==> config.mk <==
export PLATFORM = sky130hd
export DESIGN_NAME = multi_cycle_add_sub
export DESIGN_NICKNAME = d
export VERILOG_FILES = /design/src/rtl/multi_cycle_add_sub.sv
export SDC_FILE = /design/constraint.sdc
export NUM_CORES = 1
export LEC_CHECK = 0
export ABC_AREA = 1
export CAP_MARGIN = 25
export CORE_MARGIN = 2
export CORE_UTILIZATION = 54
export CTS_CLUSTER_DIAMETER = 200
export DETAILED_ROUTE_END_ITERATION = 16
export GPL_ROUTABILITY_DRIVEN = 0
export PLACE_DENSITY = 0.88
export SLEW_MARGIN = 10
export SYNTH_ARGS = -nofsm -noshare
export SYNTH_HDL_FRONTEND = slang
export SYNTH_SLANG_ARGS = --single-unit
==> constraint.sdc <==
create_clock -name clk -period 14.45 [get_ports clk]
set_input_delay 4.335 -clock clk [delete_from_list [all_inputs] [get_ports clk]]
set_output_delay 4.335 -clock clk [all_outputs]
set_load 0.02 [all_outputs]
==> src/rtl/multi_cycle_add_sub.sv <==
// multi_cycle_add_sub
//   Slice-serial adder/subtractor. Each cycle in RUN it processes SLICE bits
//   of the latched operands and keeps the carry/borrow between slices in a
//   chain register. The full result is presented after NSLICE = WIDTH/SLICE
//   cycles, together with a one-cycle done pulse.
//
// Ports
//   clk    : rising-edge clock
//   rst_n  : asynchronous active-low reset
//   start  : request, sampled only while busy = 0
//   SUB    : 1 = A - B - Bin, 0 = A + B + Bin (latched at accept)
//   A, B   : operands (latched at accept)
//   Bin    : borrow-in / carry-in (latched at accept)
//   D      : result register
//   Bout   : borrow-out / carry-out
//   OVF    : two's-complement signed overflow
//   ZERO   : D == 0, registered together with D
//   busy   : operation in progress
//   done   : one-cycle pulse when D and the flags update
module multi_cycle_add_sub #(
  parameter int WIDTH = 32,
  parameter int SLICE = 8
) (
  input  logic             clk,
  input  logic             rst_n,
  input  logic             start,
  input  logic             SUB,
  input  logic [WIDTH-1:0] A,
  input  logic [WIDTH-1:0] B,
  input  logic             Bin,
  output logic [WIDTH-1:0] D,
  output logic             Bout,
  output logic             OVF,
  output logic             ZERO,
  output logic             busy,
  output logic             done
);

  localparam int NSLICE = WIDTH / SLICE;
  localparam int CW     = (NSLICE > 1) ? $clog2(NSLICE) : 1;

  typedef enum logic {IDLE, RUN} state_t;

  state_t           state_q, state_d;
  logic             sub_q, sub_d;
  logic [WIDTH-1:0] a_q, a_d;
  logic [WIDTH-1:0] b_q, b_d;
  logic [WIDTH-1:0] acc_q, acc_d;
  logic             chain_q, chain_d;
  logic [CW-1:0]    cnt_q, cnt_d;
  logic [WIDTH-1:0] d_q, d_d;
  logic             bout_q, bout_d;
  logic             ovf_q, ovf_d;
  logic             zero_q, zero_d;
  logic             done_q, done_d;

  logic [31:0]      shamt;
  logic [SLICE-1:0] a_sl, b_sl, r_sl;
  logic             c_out;
  logic [WIDTH-1:0] acc_next;
  logic             last;

  // Slice datapath: select slice cnt_q of each operand and ripple through it.
  always_comb begin
    shamt = 32'(cnt_q) * 32'(SLICE);
    a_sl  = SLICE'(a_q >> shamt);
    b_sl  = SLICE'(b_q >> shamt);
    r_sl  = '0;
    c_out = chain_q;
    for (int unsigned i = 0; i < SLICE; i++) begin
      r_sl[i] = a_sl[i] ^ b_sl[i] ^ c_out;
      if (sub_q)
        c_out = (~a_sl[i] & b_sl[i]) | (~(a_sl[i] ^ b_sl[i]) & c_out);
      else
        c_out = (a_sl[i] & b_sl[i]) | (c_out & (a_sl[i] ^ b_sl[i]));
    end
    // Accumulator is cleared at accept, so OR-ing the slice in is sufficient.
    acc_next = acc_q | (WIDTH'(r_sl) << shamt);
    last     = (cnt_q == CW'(NSLICE - 1));
  end

  always_comb begin
    state_d = state_q;
    sub_d   = sub_q;
    a_d     = a_q;
    b_d     = b_q;
    acc_d   = acc_q;
    chain_d = chain_q;
    cnt_d   = cnt_q;
    d_d     = d_q;
    bout_d  = bout_q;
    ovf_d   = ovf_q;
    zero_d  = zero_q;
    done_d  = 1'b0;

    unique case (state_q)
      IDLE: begin
        if (start) begin
          sub_d   = SUB;
          a_d     = A;
          b_d     = B;
          chain_d = Bin;
          cnt_d   = '0;
          acc_d   = '0;
          state_d = RUN;
        end
      end
      RUN: begin
        acc_d   = acc_next;
        chain_d = c_out;
        cnt_d   = cnt_q + CW'(1);
        if (last) begin
          d_d     = acc_next;
          bout_d  = c_out;
          zero_d  = (acc_next == '0);
          if (sub_q)
            ovf_d = (a_q[WIDTH-1] != b_q[WIDTH-1]) && (acc_next[WIDTH-1] != a_q[WIDTH-1]);
          else
            ovf_d = (a_q[WIDTH-1] == b_q[WIDTH-1]) && (acc_next[WIDTH-1] != a_q[WIDTH-1]);
          done_d  = 1'b1;
          cnt_d   = '0;
          state_d = IDLE;
        end
      end
      default: state_d = IDLE;
    endcase
  end

  always_ff @(posedge clk or negedge rst_n) begin
    if (!rst_n) begin
      state_q <= IDLE;
      sub_q   <= 1'b0;
      a_q     <= '0;
      b_q     <= '0;
      acc_q   <= '0;
      chain_q <= 1'b0;
      cnt_q   <= '0;
      d_q     <= '0;
      bout_q  <= 1'b0;
      ovf_q   <= 1'b0;
      zero_q  <= 1'b1;
      done_q  <= 1'b0;
    end else begin
      state_q <= state_d;
      sub_q   <= sub_d;
      a_q     <= a_d;
      b_q     <= b_d;
      acc_q   <= acc_d;
      chain_q <= chain_d;
      cnt_q   <= cnt_d;
      d_q     <= d_d;
      bout_q  <= bout_d;
      ovf_q   <= ovf_d;
      zero_q  <= zero_d;
      done_q  <= done_d;
    end
  end

  assign D    = d_q;
  assign Bout = bout_q;
  assign OVF  = ovf_q;
  assign ZERO = zero_q;
  assign busy = (state_q == RUN);
  assign done = done_q;

endmodule

==> out/qor.txt <==
Yosys Warn Count = 0
Syn-to-layout area delta = 26.7%
Syn Area/Cell = 8.40 um2
Flop pwr share = 28.1%
clock power share = 18.6%
first-pass GRT wire length = 26.8 mm
CP max FO = 44
drt wl/cell = 16.2 um
row count = 40
net count after synthesis = 864
FF/Latch Area = 3430 um2
GRT Util Overall = 26.6%
clock slew at reported path FFs = 60 ps
PwrDens = 295 nW/um2
Resize count post-CTS = 0
asr flop ratio synth = 100%
nets@finish = 951
Logic pwr share = 53.3%
CTS max path bufs = 2
io pins = 106
Final Hold Vio Count = 0
DRT iter0 DRCs = 469
RSZ-0062 raised after global routing = no
Achievable Freq = 136 MHz
Congestion Overflow GR = 0
Slew @ Worst Pin = 933 ps
total clock buffers created by CTS = 17
setup TNS = 0 ps
htree depth = 4
synthesized instance count = 778
Core Box Area = 11900 um2
ANT cells = 0
largest cells by area after synthesis = dfrtp_1, nand2_1, fa_1
routed vias/inst = 5.55
router iterations before antenna repair = 6
critical path class = reg2reg
Worst slew margin = 37.8%
die width = 114 um
initial antenna violation count = 0
Post-Route WL = 16.6 mm
CP endpoint kind = register
Final setup violation count = 0
vias in the first global route = 5566
worst hold path type = reg2reg
Hold Path Origin = ZERO
Hold Buf Count CTS = 0
slowest CP cell = dfrtp_1
Hold WS = 474 ps
Worst-Skew Late Latency = 420 ps
share of the synthesized area in the top cell type = 52.1%
Die Y = 114 um
post-synthesis sequential area ratio = 52.5%
Final Max Tran Viols = 0
root cell of the clock tree = clkbuf_16
Max stage delay on crit path = 850 ps
switching fraction of total power = 45.8%
number of flops mapped to enable cells by yosys = 0
CTS Sinks = 137
Buffers on Ports = 105
CP Launch Type = register
largest net degree at the start of global routing = 82
leakage power = 4.13 nW
crit share post-route = 50.9%
leading area contributor after synthesis = dfrtp_1
worst clock skew = 9.71 ps
cell area after synthesis = 6530 um2
Period minus WS final = 7350 ps
Die ar. = 13000 um2
max cap viols = 0
postcts setup bufs = 0
Yosys cell types = 31
maximum vdd drop = 0.000158 V
FILL cells = 874
CTS tree = done
Post-DRT Antenna Nets = 0
ys flop type = dfrtp_1
switching power = 1.12 mW
Worst Path Required = 14810 ps
share of cells above drive strength 1 = 5.93%
CP Data Arrival Time = 7710 ps
status = complete, no violations
via count = 5681
Initial Utilization = 54.9%
Critical path origin = cnt_q[1]
hpwl dp = 10.3 mm
area of the multi-input gates = 2590 um2
Pint = 1.32 mW
RR Startpoint = cnt_q[1]
Residual DRC = 0
most used cell, CP = fa_1
number of synthesized register bits = 137
power groups by stage:
stage                     logic [mW]  clock network, mW  registers (mW)
after floorplan                0.821                  0           0.702
after global placement          1.17                  0           0.679
after detailed placement        1.24                  0           0.688
after CTS                       1.27              0.455           0.685
after global routing            1.44              0.472           0.707
final                           1.30              0.454           0.688
critical path, delay by kind of cell, from the launching register on:
| kind | cells | cell delay, ps |
|---|---|---|
| buffers and inverters | 4 | 890 |
| multiplexers | 7 | 1780 |
| AND/OR/NAND/NOR | 8 | 600 |
| AO/OA/AOI/OAI | 1 | 470 |
| adder cells (fa/ha/maj) | 8 | 2680 |
| flip-flops | 1 | 850 |
per-layer routing:
metal | share of wire, % | track usage, %
met1 | 39 | 34.1
met2 | 51 | 45.0
met3 | 8.0 | 5.21
met4 | 2.9 | 9.92
met5 | 0 | 0
final timing paths:
| path | end | slack [ps] | cells past startpoint |
|---|---|---|---|
| setup / recovery | ZERO | 7100 | 28 |
| hold / removal | ZERO | 470 | 2 |
| setup reg to reg | ZERO | 7100 | 28 |
| hold reg to reg | ZERO | 470 | 2 |
| max in group asynchronous | b_q[3] | 9500 | 3 |
| min in group asynchronous | D[18] | 3870 | 1 |
cell usage after synthesis (3+ instances only):
master / instances
a21oi_1: 20
a22oi_1: 17
a31oi_1: 8
a32o_1: 4
a32oi_1: 7
buf_2: 28
clkbuf_1: 10
dfrtp_1: 136
fa_1: 16
inv_1: 72
inv_2: 5
mux2_2: 5
mux2i_1: 3
nand2_1: 312
nand3_1: 16
nor2_1: 46
o21ai_0: 37
o21ai_1: 7
o21bai_1: 4
o22ai_1: 10
registers in the layout, indices dropped and copies added (netlist names):
signal	count
D	32
cnt_q	2
busy	1
OVF	1
Bout	1
chain_q	1
acc_q	32
sub_q	1
b_q	32
done	1
ZERO	1
a_q	32
area by class of cell:
| cell class | count | share of cell area, % |
|---|---|---|
| clock inverters | 10 | 1.71 |
| flip-flops and latches | 137 | 41.4 |
| clock buffers | 21 | 5.80 |
| repair buffers | 111 | 13.9 |
| well taps | 147 | 2.22 |
| multi-input cells | 519 | 31.4 |
| inverters | 79 | 3.58 |
cell usage in the layout, fill, tap and decap left out, types with 5 or more instances in the layout:
master           instances
a21oi_1                 20
a22oi_1                 17
a31oi_1                  8
a32oi_1                  7
clkbuf_16               17
clkdlybuf4s50_1        104
dfrtp_1                136
fa_1                    16
inv_1                   72
inv_2                    5
mux2_2                   5
nand2_1                311
nand3_1                 16
nor2_1                  46
o21ai_0                 37
o21ai_1                  7
o22ai_1                 10
through the flow:
stage          util (%)  setup slack (ps)  power (mW)  instance area [um2]  std cells
6_report           69.5              7100        2.44                 8280       1024
5_1_grt            69.5              6700        2.61                 8280       1024
4_1_cts            69.1              7260        2.41                 8230       1022
3_5_place_dp       63.9              7400        1.92                 7610        991
3_3_place_gp       63.6              7380        1.85                 7580        990
2_1_floorplan         -              8580        1.52                 6530        778
cells by family after synthesis:
family,after synthesis,share of synthesized area [%]
xor+xnor,1,0.134
compound gates,117,11.1
fa+ha+maj,17,5.09
flops,137,52.5
mux,8,1.32
buf+inv,122,7.83
simple gates,376,22.1
No activity file was read; power rests on OpenSTA's default activity.
